<file path="src/rtl/proc_pkg.sv">
// Shared processor definitions: default widths and the fetch FSM state encoding.
package proc_pkg;

  localparam int ADDR_W_DEF = 8;
  localparam int INS_W_DEF  = 8;

  typedef enum logic [2:0] {
    ST_IDLE  = 3'd0,
    ST_FETCH = 3'd1,
    ST_LOAD  = 3'd2,
    ST_EXEC  = 3'd3,
    ST_HALT  = 3'd4
  } fetch_state_e;

  // True while an instruction is in flight (FETCH, LOAD or EXEC).
  function automatic logic is_busy(input fetch_state_e st);
    logic res;
    case (st)
      ST_FETCH: res = 1'b1;
      ST_LOAD:  res = 1'b1;
      ST_EXEC:  res = 1'b1;
      default:  res = 1'b0;
    endcase
    return res;
  endfunction

endpackage

</file>
<file path="src/rtl/fetch_pc.sv">
// Program counter: clear to zero, load a jump target, or increment with wrap.
module fetch_pc
  import proc_pkg::*;
#(
  parameter int ADDR_W = ADDR_W_DEF
) (
  input  logic              clk,
  input  logic              rst_n,
  input  logic              load_zero,
  input  logic              load_jump,
  input  logic              inc,
  input  logic [ADDR_W-1:0] jump_addr,
  output logic [ADDR_W-1:0] pc
);

  localparam logic [ADDR_W-1:0] PC_ONE = {{(ADDR_W-1){1'b0}}, 1'b1};

  logic [ADDR_W-1:0] pc_r;
  logic [ADDR_W-1:0] pc_next_s;

  // Next PC select; zero-load beats jump beats increment, increment wraps naturally.
  always_comb begin
    pc_next_s = pc_r;
    if (load_zero) begin
      pc_next_s = '0;
    end else if (load_jump) begin
      pc_next_s = jump_addr;
    end else if (inc) begin
      pc_next_s = pc_r + PC_ONE;
    end else begin
      pc_next_s = pc_r;
    end
  end

  // PC register, cleared by reset.
  always_ff @(posedge clk or negedge rst_n) begin
    if (!rst_n) begin
      pc_r <= '0;
    end else begin
      pc_r <= pc_next_s;
    end
  end

  assign pc = pc_r;

endmodule

</file>
<file path="src/rtl/fetch_ctrl.sv">
// Instruction fetch sequencer: drives IRAM reads and the MBRU load strobe,
// then waits for the core to finish before moving the PC on.
module fetch_ctrl
  import proc_pkg::*;
#(
  parameter int ADDR_W = ADDR_W_DEF,
  parameter int INS_W  = INS_W_DEF
) (
  input  logic              clk,
  input  logic              rst_n,
  input  logic              start,
  input  logic              stall,
  input  logic              exec_done,
  input  logic              jump,
  input  logic [ADDR_W-1:0] jump_addr,
  input  logic              halt_req,
  output logic [ADDR_W-1:0] iram_addr,
  output logic              iram_en,
  output logic              fetch,
  output logic              ins_valid,
  output logic              busy,
  output logic              halted
);

  if (INS_W < 1) begin : g_ins_w_check
    $error("fetch_ctrl: INS_W must be at least 1");
  end

  fetch_state_e state_r;
  fetch_state_e state_next_s;

  logic load_zero_s;
  logic load_jump_s;
  logic inc_s;

  logic fetch_r;
  logic ins_valid_r;
  logic busy_r;
  logic halted_r;

  logic [ADDR_W-1:0] pc_s;

  fetch_pc #(
    .ADDR_W(ADDR_W)
  ) u_pc (
    .clk       (clk),
    .rst_n     (rst_n),
    .load_zero (load_zero_s),
    .load_jump (load_jump_s),
    .inc       (inc_s),
    .jump_addr (jump_addr),
    .pc        (pc_s)
  );

  // Next-state and PC-update decode; inputs other than start/stall only matter in EXEC.
  always_comb begin
    state_next_s = state_r;
    load_zero_s  = 1'b0;
    load_jump_s  = 1'b0;
    inc_s        = 1'b0;
    case (state_r)
      ST_IDLE, ST_HALT: begin
        if (start) begin
          state_next_s = ST_FETCH;
          load_zero_s  = 1'b1;
        end else begin
          state_next_s = state_r;
        end
      end
      ST_FETCH: begin
        if (stall) begin
          state_next_s = ST_FETCH;
        end else begin
          state_next_s = ST_LOAD;
        end
      end
      ST_LOAD: begin
        state_next_s = ST_EXEC;
      end
      ST_EXEC: begin
        if (!exec_done) begin
          state_next_s = ST_EXEC;
        end else if (halt_req) begin
          state_next_s = ST_HALT;
        end else if (jump) begin
          state_next_s = ST_FETCH;
          load_jump_s  = 1'b1;
        end else begin
          state_next_s = ST_FETCH;
          inc_s        = 1'b1;
        end
      end
      default: begin
        state_next_s = ST_IDLE;
      end
    endcase
  end

  // State register; reset returns to IDLE from anywhere.
  always_ff @(posedge clk or negedge rst_n) begin
    if (!rst_n) begin
      state_r <= ST_IDLE;
    end else begin
      state_r <= state_next_s;
    end
  end

  // Moore outputs registered from the next state so they line up with the state they describe.
  always_ff @(posedge clk or negedge rst_n) begin
    if (!rst_n) begin
      fetch_r     <= 1'b0;
      ins_valid_r <= 1'b0;
      busy_r      <= 1'b0;
      halted_r    <= 1'b0;
    end else begin
      fetch_r     <= (state_next_s == ST_LOAD);
      ins_valid_r <= (state_next_s == ST_EXEC) && (state_r != ST_EXEC);
      busy_r      <= is_busy(state_next_s);
      halted_r    <= (state_next_s == ST_HALT);
    end
  end

  // The read enable drops in the same cycle stall is raised so a held-off read never issues.
  assign iram_en   = (state_r == ST_FETCH) && !stall;
  assign iram_addr = pc_s;
  assign fetch     = fetch_r;
  assign ins_valid = ins_valid_r;
  assign busy      = busy_r;
  assign halted    = halted_r;

endmodule
</file>
<file path="config.mk">
export PLATFORM = sky130hd
export DESIGN_NAME = fetch_ctrl
export DESIGN_NICKNAME = d
export VERILOG_FILES = /design/src/rtl/proc_pkg.sv /design/src/rtl/fetch_pc.sv /design/src/rtl/fetch_ctrl.sv
export SDC_FILE = /design/constraint.sdc
export NUM_CORES = 1
export LEC_CHECK = 0
export ABC_AREA = 1
export ABC_CLOCK_PERIOD_IN_PS = 5200
export CAP_MARGIN = 20
export CORE_MARGIN = 4
export CORE_UTILIZATION = 41
export CTS_CLUSTER_SIZE = 20
export DETAILED_ROUTE_END_ITERATION = 10
export PLACE_DENSITY_LB_ADDON = 0.25
export SYNTH_ARGS = -nofsm -noshare
export SYNTH_HDL_FRONTEND = slang
export SYNTH_HIERARCHICAL = 1
export SYNTH_SLANG_ARGS = --single-unit
</file>
<file path="constraint.sdc">
create_clock -name clk -period 5.2 [get_ports clk]
set_input_delay 1.04 -clock clk [delete_from_list [all_inputs] [get_ports clk]]
set_output_delay 1.04 -clock clk [all_outputs]
set_load 0.03 [all_outputs]
</file>
==> metrics.json <==
{
  "run_status": "completed",
  "dieArea_um2": 2972,
  "timing.critical_path.from": "stall",
  "placement.io_buffers": 27,
  "rsz0062_at_grt": "no",
  "ys_warn_count": 6,
  "grt_first_pass_wirelength_um": 3070,
  "drt_first_pass_iters": 5,
  "timing.final.max_slew_violations": 0,
  "switching_share_pct": 42.62,
  "critPathArrivalTime_ns": 2.40,
  "critical_path.startpoint_type": "input pin",
  "fp.dieH_um": 54.52,
  "pin_count_of_the_biggest_net_entering_global_routing": 16,
  "worst_r2r_path_depth": 7,
  "worst_r2r_startpoint": "state_r[2]$_DFF_PN0_",
  "post-layout-total-power_uw": 459.1,
  "holdCritPathClass": "reg2reg",
  "layout-drive-gt1-share_pct": 11.26,
  "register_to_register_setup_slack_ns": 3.07,
  "detail_route.wirelength_um": 1943,
  "timing.critical_path.fanout_max": 3,
  "clock-skew-final_ns": 0.003738,
  "antenna_found_initial": 0,
  "synth-seq-area-share_pct": 42.31,
  "final_hold_viol_count": 0,
  "grt_overflow": 0,
  "remaining_number_of_nets_flagged_by_the_antenna_check_after_routing": 0,
  "cts_root_buf": "sky130_fd_sc_hd__clkbuf_4",
  "power.sequential.fraction_pct": 38.4,
  "track_usage_pct": 14.51,
  "num_rows": 16,
  "crit_family": "buffers and inverters",
  "max-slew-margin-rel_pct": 44.68,
  "number_of_distinct_standard_cells_referenced_by_the_synthesized_netlist": 22,
  "fill_cells": 181,
  "worst_ir_drop_vdd_uv": 327.9,
  "detailed_route_drc_error_count": 0,
  "antenna-diode-count": 0,
  "synth.area.top_cells": "sky130_fd_sc_hd__dfrtp_1 (42%), sky130_fd_sc_hd__nand2_1 (17%), sky130_fd_sc_hd__nor2_1 (7.2%)",
  "power.switching_uw": 195.7,
  "combinationalPowerShare_pct": 47.3,
  "totalNegativeSetupSlack_ns": 0,
  "end_kind": "output port",
  "synth_top_cell_by_area": "sky130_fd_sc_hd__dfrtp_1",
  "design.portCount": 28,
  "critical_path.max_stage_delay_ns": 0.66,
  "postSynthRegisterBits": 15,
  "worst-slew-pin-transition_ns": 0.8280,
  "clock_insertion_delay_worst_skew_ns": 0.28,
  "numCtsBuffers": 3,
  "syn_inst": 121,
  "critical_path.n_buffers_inverters": 3,
  "synth_top_area_share_pct": 42.31,
  "final_min_period_over_clock_period_pct": 66.13,
  "cp_cell_sequence": "clkdlybuf4s50_1, nand3b_1, inv_1, clkdlybuf4s50_1",
  "power.clock.fraction_pct": 14.3,
  "clock.fmax_mhz": 290.8,
  "critical_path.slowest_cell": "sky130_fd_sc_hd__clkdlybuf4s50_1",
  "clk_path_buf_depth": 2,
  "core_area_um2": 2002,
  "worstSetupPathDepth": 4,
  "cts-resized-gates": 0,
  "syn-cell-area_um2": 887.1,
  "die_w_um": 54.52,
  "cts_sinks": 15,
  "wl_per_cell_um": 10.92,
  "internal-power_uw": 263.5,
  "leakage_power_total_uw": 0.0005865,
  "synthesis.nets": 137,
  "timing.critical_path.to": "iram_en",
  "place_hpwl_um": 1458,
  "nets": 168,
  "layout_min_cycle_time_ns": 3.439,
  "powerDensity_nw_per_um2": 380.7,
  "syn2layout_area_growth_pct": 35.97,
  "path_common_cell": "sky130_fd_sc_hd__clkdlybuf4s50_1",
  "vias_in_the_first_global_route": 753,
  "clkSlewWorstSetupHoldPaths_ns": 0.09,
  "cts_hold_repair.buffers": 0,
  "drv_cap": 0,
  "endpoints_failing_setup": 0,
  "initial_utilization_pct": 44.31,
  "route.detailed.vias_per_inst": 4.775,
  "cts_setup_buffers": 0,
  "dr_total_vias": 850,
  "worstSetupPathType": "in2out",
  "avg_cell_area_syn_um2": 7.331,
  "worst_ep_required_time_ns": 4.16,
  "critical_path.reg2reg.endpoint": "u_pc/pc[7]$_DFFE_PN0P_",
  "place_congestion": 0.8075,
  "h-tree-depth": 1,
  "cts_tree": "yes",
  "drt_first_iter_violations": 24
}
-- layer usage --
| layer | global-route usage, % | part of all wire [%] | wire [um] | vias up |
|---|---|---|---|---|
| met2 | 24.50 | 45 | 875 | 32 |
| met5 | 0 | 0 | 0 | - |
| li1 | - | - | - | 439 |
| met3 | 2.180 | 6.8 | 133 | 6 |
| met4 | 8.299 | 1.5 | 29 | 0 |
| met1 | 17.37 | 47 | 904 | 373 |
-- synth_stat cells (all sizes together) --
| master | n |
|---|---|
| nand3b | 2 |
| o22ai | 3 |
| o31ai | 1 |
| nor3b | 1 |
| nor2 | 25 |
| ha | 1 |
| dfrtp | 15 |
| buf | 1 |
| inv | 14 |
| nand2 | 40 |
| xor2 | 2 |
| nor3 | 2 |
| or2 | 1 |
| nand3 | 8 |
| o21ai | 5 |
-- registers in the layout (all words and copies together) (netlist names) --
register	count
ins_valid	1
busy	1
u_pc/pc	8
state_r	3
fetch	1
halted	1
-- final cells by class --
cell class	count	area, um2	area share, %
clock buffer	4	26.28	2.178
multi-input combinational	91	447.9	37.14
tap	27	33.78	2.801
timing repair buffer	27	270.3	22.41
inverter	14	52.55	4.357
sequential	15	375.4	31.12
-- cells in the final DEF (no fill, tap or decap) --
cell type and n:
sky130_fd_sc_hd__nand3b_1 2, sky130_fd_sc_hd__xor2_1 2, sky130_fd_sc_hd__nor2_2 7, sky130_fd_sc_hd__nor2_4 1
sky130_fd_sc_hd__o22ai_1 3, sky130_fd_sc_hd__nor2_1 17, sky130_fd_sc_hd__or2_4 1, sky130_fd_sc_hd__nand2_2 1
sky130_fd_sc_hd__o21ai_2 1, sky130_fd_sc_hd__o21ai_1 3, sky130_fd_sc_hd__nor3b_1 1, sky130_fd_sc_hd__inv_1 13
sky130_fd_sc_hd__nand3_1 6, sky130_fd_sc_hd__clkbuf_1 1, sky130_fd_sc_hd__inv_2 1, sky130_fd_sc_hd__clkdlybuf4s50_1 27
sky130_fd_sc_hd__nor3_1 2, sky130_fd_sc_hd__o31ai_1 1, sky130_fd_sc_hd__dfrtp_1 15, sky130_fd_sc_hd__ha_1 1
sky130_fd_sc_hd__o21ai_0 1, sky130_fd_sc_hd__nand3_2 2, sky130_fd_sc_hd__nand2_1 39, sky130_fd_sc_hd__clkbuf_4 3
-- cell families after synthesis --
logic type      synth area share, %
simple gates                  40.90
buf+inv                       7.193
flops                         42.31
compound gates                6.206
xor+xnor                      1.975
fa+ha+maj                     1.410
-- worst min-delay path by stage --
stage / depth (start not counted) / slack [ns] / endpoint / startpoint
floorplan: 1 / 0.47 / ins_valid$_DFF_PN0_ / state_r[2]$_DFF_PN0_
global placement: 1 / 0.51 / ins_valid$_DFF_PN0_ / state_r[2]$_DFF_PN0_
detailed placement: 1 / 0.52 / ins_valid$_DFF_PN0_ / state_r[2]$_DFF_PN0_
CTS: 1 / 0.53 / ins_valid$_DFF_PN0_ / state_r[2]$_DFF_PN0_
global route: 1 / 0.56 / ins_valid$_DFF_PN0_ / state_r[2]$_DFF_PN0_
finish: 1 / 0.54 / ins_valid$_DFF_PN0_ / state_r[2]$_DFF_PN0_
-- power groups by stage --
stage	sequential, uW	combinational, uW	clock, uW
6_report	176	217	65.7
3_5_place_dp	177	216	0
4_1_cts	176	218	69.1
2_1_floorplan	214	98.8	0
3_3_place_gp	177	213	0
5_1_grt	181	235	73.2
-- per-stage QoR --
step           instances  util [%]  hold WS, ns  area, um2  setup slack (ns)
6_report             178     60.25       0.5422       1206             1.761
4_1_cts              178     60.25       0.5332       1206             1.758
3_3_place_gp         174     58.94       0.5115       1180             1.775
3_5_place_dp         174     58.94       0.5203       1180             1.762
5_1_grt              178     60.25       0.5624       1206             1.698
2_1_floorplan        121         -       0.4665      887.1             2.736
Note: power is estimated with default switching activity, not from simulation.
